[src/rtl/irq_controller.sv]
// irq_controller: 6502 interrupt controller with synchronised sources, maskable pending register,
// write-1-to-clear ack and registered active-low IRQ. Define IRQ_VECTOR_EN for the vector readback.
module irq_controller #(
   parameter int         NUM_SRC   = 8,
   parameter logic [7:0] EDGE_MASK = 8'hFF,
   parameter logic [7:0] MASK_RST  = 8'h00
) (
   input  logic               clk,
   input  logic               rst_n,
   input  logic               phi2,
   input  logic               rwb,
   input  logic               irq_cs,
   input  logic               mask_cs,
   input  logic [7:0]         data_in,
   output logic [7:0]         data_out,
   input  logic [NUM_SRC-1:0] src,
   output logic               irq_n
);

   localparam logic [8:0] ONE        = 9'd1;
   localparam logic [7:0] VALID_BITS = 8'((ONE << NUM_SRC) - ONE);
   localparam logic [7:0] EDGE_BITS  = EDGE_MASK & VALID_BITS;
   localparam logic [7:0] LEVEL_BITS = ~EDGE_MASK & VALID_BITS;

   logic [7:0] src_ext;
   logic [7:0] s1, s2, prev;
   logic [7:0] pending, pending_nxt;
   logic [7:0] mask, mask_nxt;
   logic [7:0] mask_rd;
   logic [7:0] data_q;
   logic [1:0] cs_q;
   logic       rwb_q, phi2_q;
   logic       commit, ack_wr, mask_wr;

   always_comb begin
      src_ext = '0;
      for (int i = 0; i < NUM_SRC; i++) src_ext[i] = src[i];
   end

   // Writes land on the phi2 falling edge using the values captured while phi2 was high.
   assign commit  = phi2_q & ~phi2 & ~rwb_q;
   assign ack_wr  = commit & cs_q[1];
   assign mask_wr = commit & ~cs_q[1] & cs_q[0];

   // A new edge in the same cycle as its ack keeps the bit set.
   assign pending_nxt = (((pending & ~(ack_wr ? data_q : 8'h00)) | (s2 & ~prev)) & EDGE_BITS)
                      | (s2 & LEVEL_BITS);
   assign mask_nxt    = mask_wr ? (data_q & VALID_BITS) : mask;

   always_ff @(posedge clk) begin
      if (!rst_n) begin
         s1      <= '0;
         s2      <= '0;
         prev    <= '0;
         pending <= '0;
         mask    <= MASK_RST & VALID_BITS;
         irq_n   <= 1'b1;
         phi2_q  <= 1'b0;
         cs_q    <= '0;
         rwb_q   <= 1'b0;
         data_q  <= '0;
      end else begin
         s1      <= src_ext;
         s2      <= s1;
         prev    <= s2;
         pending <= pending_nxt;
         mask    <= mask_nxt;
         irq_n   <= ~|(pending & mask & VALID_BITS);
         phi2_q  <= phi2;
         if (phi2) begin
            cs_q   <= {irq_cs, mask_cs};
            rwb_q  <= rwb;
            data_q <= data_in;
         end
      end
   end

`ifdef IRQ_VECTOR_EN
   function automatic logic [7:0] vec_encode(input logic [7:0] active);
      logic [7:0] r;
      r = 8'h00;
      for (int i = 7; i >= 0; i--) begin
         if (active[i]) r = {1'b1, 4'b0000, 3'(i)};
      end
      return r;
   endfunction

   assign mask_rd = vec_encode(pending & mask & VALID_BITS);
`else
   assign mask_rd = mask;
`endif

   always_comb begin
      data_out = 8'h00;
      if (irq_cs && rwb)       data_out = pending;
      else if (mask_cs && rwb) data_out = mask_rd;
   end

endmodule

[config.mk]
export PLATFORM = sky130hd
export DESIGN_NAME = irq_controller
export DESIGN_NICKNAME = d
export VERILOG_FILES = /design/src/rtl/irq_controller.sv
export SDC_FILE = /design/constraint.sdc
export NUM_CORES = 1
export LEC_CHECK = 0
export ABC_AREA = 1
export ABC_CLOCK_PERIOD_IN_PS = 1200
export CAP_MARGIN = 20
export CORE_MARGIN = 3
export CORE_UTILIZATION = 45
export CTS_CLUSTER_SIZE = 24
export DETAILED_ROUTE_END_ITERATION = 16
export GPL_TIMING_DRIVEN = 0
export PLACE_DENSITY = 0.66
export SLEW_MARGIN = 10
export SYNTH_ARGS = -nofsm -noshare
export SYNTH_HDL_FRONTEND = slang
export SYNTH_SLANG_ARGS = --single-unit
[constraint.sdc]
create_clock -name clk -period 1.2 [get_ports clk]
set_input_delay 0.24 -clock clk [delete_from_list [all_inputs] [get_ports clk]]
set_output_delay 0.24 -clock clk [all_outputs]
set_load 0.05 [all_outputs]
==> metrics.md <==
| Metric | Value |
|---|---|
| Area share of the leading cell type in the synthesized netlist | `52.6%` |
| Boundary Pins | `31` |
| Area added between synthesis and finish | `36.3%` |
| Violations in the final reports | `setup timing` |
| # clock sinks | `53` |
| Top post-synthesis cells by count | `62 x sky130_fd_sc_hd__nand2_1, 53 x sky130_fd_sc_hd__dfxtp_1, 36 x sky130_fd_sc_hd__inv_1` |
| Most area-hungry cell type in the Yosys netlist | `sky130_fd_sc_hd__dfxtp_1` |
| DP HPWL | `slightly below 3 mm` |
| Top flip-flop cell by instance count after synthesis | `sky130_fd_sc_hd__dfxtp_1` |
| Critical register-to-register path startpoint | `cs_q[1]` |
| Final setup skew | `0.00603 ns` |
| Maximum buffer depth of the clock tree | `2` |
| Detailed-route wire length per cell | `11.7 µm` |
| Initial Utilization | `48.3%` |
| Final net count | `328` |
| Post-DRT Antenna Nets | `0` |
| Number of core rows | `23` |
| Overall global routing resource usage | `18.2%` |
| PD cells | `1210 nW/µm²` |
| Post-route core utilization | `between 60 and 70%` |
| Post-placement cell count | `336` |
| Cell with the most instances after synthesis | `sky130_fd_sc_hd__nand2_1` |
| Critical path startpoint category | `flop` |
| Setup repair after global routing missed its margin | `yes` |
| Top cells by area in the synthesized netlist | `sky130_fd_sc_hd__dfxtp_1 53%, sky130_fd_sc_hd__nand2_1 12%, sky130_fd_sc_hd__inv_1 6.7%` |
| Hold_ws | `0.204 ns` |
| Number of port buffers | `27` |
| Hold violation count in the final report | `0` |
| First-pass GRT wire length | `between 7 and 8 mm` |
| Remaining Overflow, GRT | `0` |
| Final critical-path share of the clock period | `104%` |
| Max FO, Critical Path | `3` |
| Net switching fraction of the power | `24.2%` |
| Final WS setup | `-0.0530 ns` |
| Number of antenna violations at the first check in global routing | `0` |
| Latest clock arrival within the worst-skew pair | `0.30 ns` |
| Post-layout instance count excluding filler cells | `around 360` |
| Placed standard-cell area | `2450 µm²` |
| Async SR Flop Fraction | `0%` |
| Endpoint type of the worst setup path | `primary output` |
| Count of unique library cells instantiated by Yosys | `20` |
| Flop and latch count out of synthesis | `53` |
| Status | `finished, violations left` |
| Transition time of the tightest slew-check pin | `0.259 ns` |
| Proportion of power drawn by combinational gates | `11.7%` |
| Minimum clock period after layout | `1.25 ns` |
| Warnings, synthesis | `0` |
| CTS H-tree depth | `2` |
| Via density | `between 4 and 5` |
| Antenna diode instance count | `0` |
| Per-instance average area after synthesis | `7.79 µm²` |
| Combined area of all synthesized cells | `2020 µm²` |
| Number of buffers created by CTS | `5` |
| Fraction of the yosys area taken by sequential cells | `52.6%` |
| Area of the placeable core | `4170 µm²` |
| Post-Syn Nets | `281` |
| Worst Setup Path Type | `reg -> out` |
| Static power due to leakage | `between 0.001 and 0.0015 µW` |
| Layout filler cell count | `367` |
| Fraction of layout cells with a size suffix above 1 | `between 30% and 40%` |
| Design internal power | `about 2500 µW` |
| Hold Crit Class | `in -> reg` |
| Clock power frac | `31.8%` |
| Max capacitance violation total | `0` |
| Routed wire length | `4.19 mm` |
| Total die area | `between 5000 and 6000 µm²` |
| Finish-stage setup viols | `8` |
| Peak VDD IR | `around 0.91 mV` |
| Flop pwr share | `56.4%` |
| Endpoint required time on the critical path | `0.96 ns` |
| FMAX | `roughly 800 MHz` |
| Post-route cell area | `roughly 2700 µm²` |
| Slew headroom | `82.7%` |
| Via count of the first global-routing pass | `1693` |
| Arrival @ worst endpoint | `1.01 ns` |
| Iteration count of the initial detailed-routing pass | `4` |
| Startpoint of the worst setup timing path | `pending[0]` |
| Instance count of the mapped netlist | `259` |
| Number of design rule violations left after detail routing | `0` |
| Number of synthesized flops with an enable pin | `0` |
| Placer congestion estimate | `0.841` |
| Clock transition at the register clock pins on the worst setup and hold paths after CTS | `~0.080 ns` |
| TritonCTS clock tree | `built` |
| Worst min-delay path startpoint | `rst_n` |
| Root buffer cell | `sky130_fd_sc_hd__clkbuf_8` |
| Total via count after detailed routing | `1729` |
| Net switching power of the design | `roughly 800 µW` |
| Initial DRC Count | `69` |
| Chip width | `~73 µm` |
| Max Transition Viols Final | `0` |
| Hold-fix buffers at CTS | `0` |
| Maximum number of pins on one net before global-route repair | `16` |
| Total Negative Setup Slacks | `-0.344 ns` |
| Die boundary height | `between 70 and 80 µm` |
==> power groups by stage <==
stage / clock network, µW / registers [µW] / logic (µW)
floorplan: 0 / 1910 / 226
global placement: 0 / 1910 / 344
detailed placement: 0 / 1920 / 349
CTS: 1100 / 1880 / 390
global route: 1160 / 1890 / 437
finish: 1060 / 1880 / 392
==> worst max-delay path, stage by stage (launching register included) <==
cell and delay (ns):
sky130_fd_sc_hd__dfxtp_2 0.37, sky130_fd_sc_hd__nand3_2 0.10, sky130_fd_sc_hd__o21ai_4 0.07, sky130_fd_sc_hd__buf_6 0.17
==> placed cells by master (no fill, tap or decap), types with 2 or more instances in the layout <==
| master | instances |
|---|---|
| sky130_fd_sc_hd__a21oi_1 | 10 |
| sky130_fd_sc_hd__buf_2 | 7 |
| sky130_fd_sc_hd__buf_4 | 18 |
| sky130_fd_sc_hd__buf_6 | 9 |
| sky130_fd_sc_hd__clkbuf_8 | 7 |
| sky130_fd_sc_hd__clkdlybuf4s50_1 | 16 |
| sky130_fd_sc_hd__dfxtp_1 | 37 |
| sky130_fd_sc_hd__dfxtp_2 | 15 |
| sky130_fd_sc_hd__inv_1 | 36 |
| sky130_fd_sc_hd__nand2_1 | 53 |
| sky130_fd_sc_hd__nand2_2 | 8 |
| sky130_fd_sc_hd__nand2_4 | 2 |
| sky130_fd_sc_hd__nand3_1 | 10 |
| sky130_fd_sc_hd__nand3_2 | 8 |
| sky130_fd_sc_hd__nand4_1 | 16 |
| sky130_fd_sc_hd__nor2_1 | 18 |
| sky130_fd_sc_hd__nor2_4 | 2 |
| sky130_fd_sc_hd__o21ai_0 | 10 |
| sky130_fd_sc_hd__o21ai_4 | 8 |
| sky130_fd_sc_hd__or2_2 | 7 |
==> worst paths after layout <==
path	endpoint	slack, ns	depth (start not counted)
worst max-delay path	data_out[0]	-0.05	3
worst max register to register	mask[5]	0.13	5
worst min register to register	s2[2]	0.42	2
worst min-delay path	prev[2]	0.20	3
==> per-stage QoR <==
step / power, µW / setup slack (ns)
after floorplan: 2130 / 0.00360
after global placement: 2260 / -0.951
after detailed placement: 2270 / -0.945
after CTS: 3370 / -0.0626
after global routing: 3480 / -0.0923
final: 3340 / -0.0530
==> sequential cells by signal, summed over array words and instances (netlist names) <==
signal / cells
cs_q: 2
rwb_q: 1
s2: 8
pending: 8
data_q: 8
prev: 8
irq_n: 1
phi2_q: 1
mask: 8
s1: 8
==> logic make-up (layout without fill, tap and decap cells) <==
family / Yosys count / after routing / share of synthesized area (%)
buffers and inverters: 51 / 99 / 11.0
AND/OR/NAND/NOR: 126 / 126 / 29.2
flip-flops: 53 / 53 / 52.6
AO/OA/AOI/OAI: 29 / 29 / 7.20
==> metal layers <==
layer  global-route usage (%)  vias up  share of wire [%]
met3                     4.27       10                5.0
met5                        0        -                  0
li1                         -      906                  -
met4                     8.40        0                3.0
met2                     31.9       47                 49
met1                     20.9      766                 43
==> layout make-up <==
type	instances	area [µm²]	area share (%)
Tap cell	50	62.6	2.28
Inverter	38	148	5.37
Multi-Input combinational cell	155	897	32.6
Clock inverter	1	5.00	0.182
Buffer	13	86.3	3.14
Timing Repair Buffer	40	370	13.5
Sequential cell	53	1080	39.4
Clock buffer	7	96.3	3.50
==> timing repair <==
action                     CTS  global route
gates resized for setup     98             7
setup buffers               13             0
pin swaps                   10             3
setup endpoints to repair   19            26
Power figures use the tool's default switching activity.
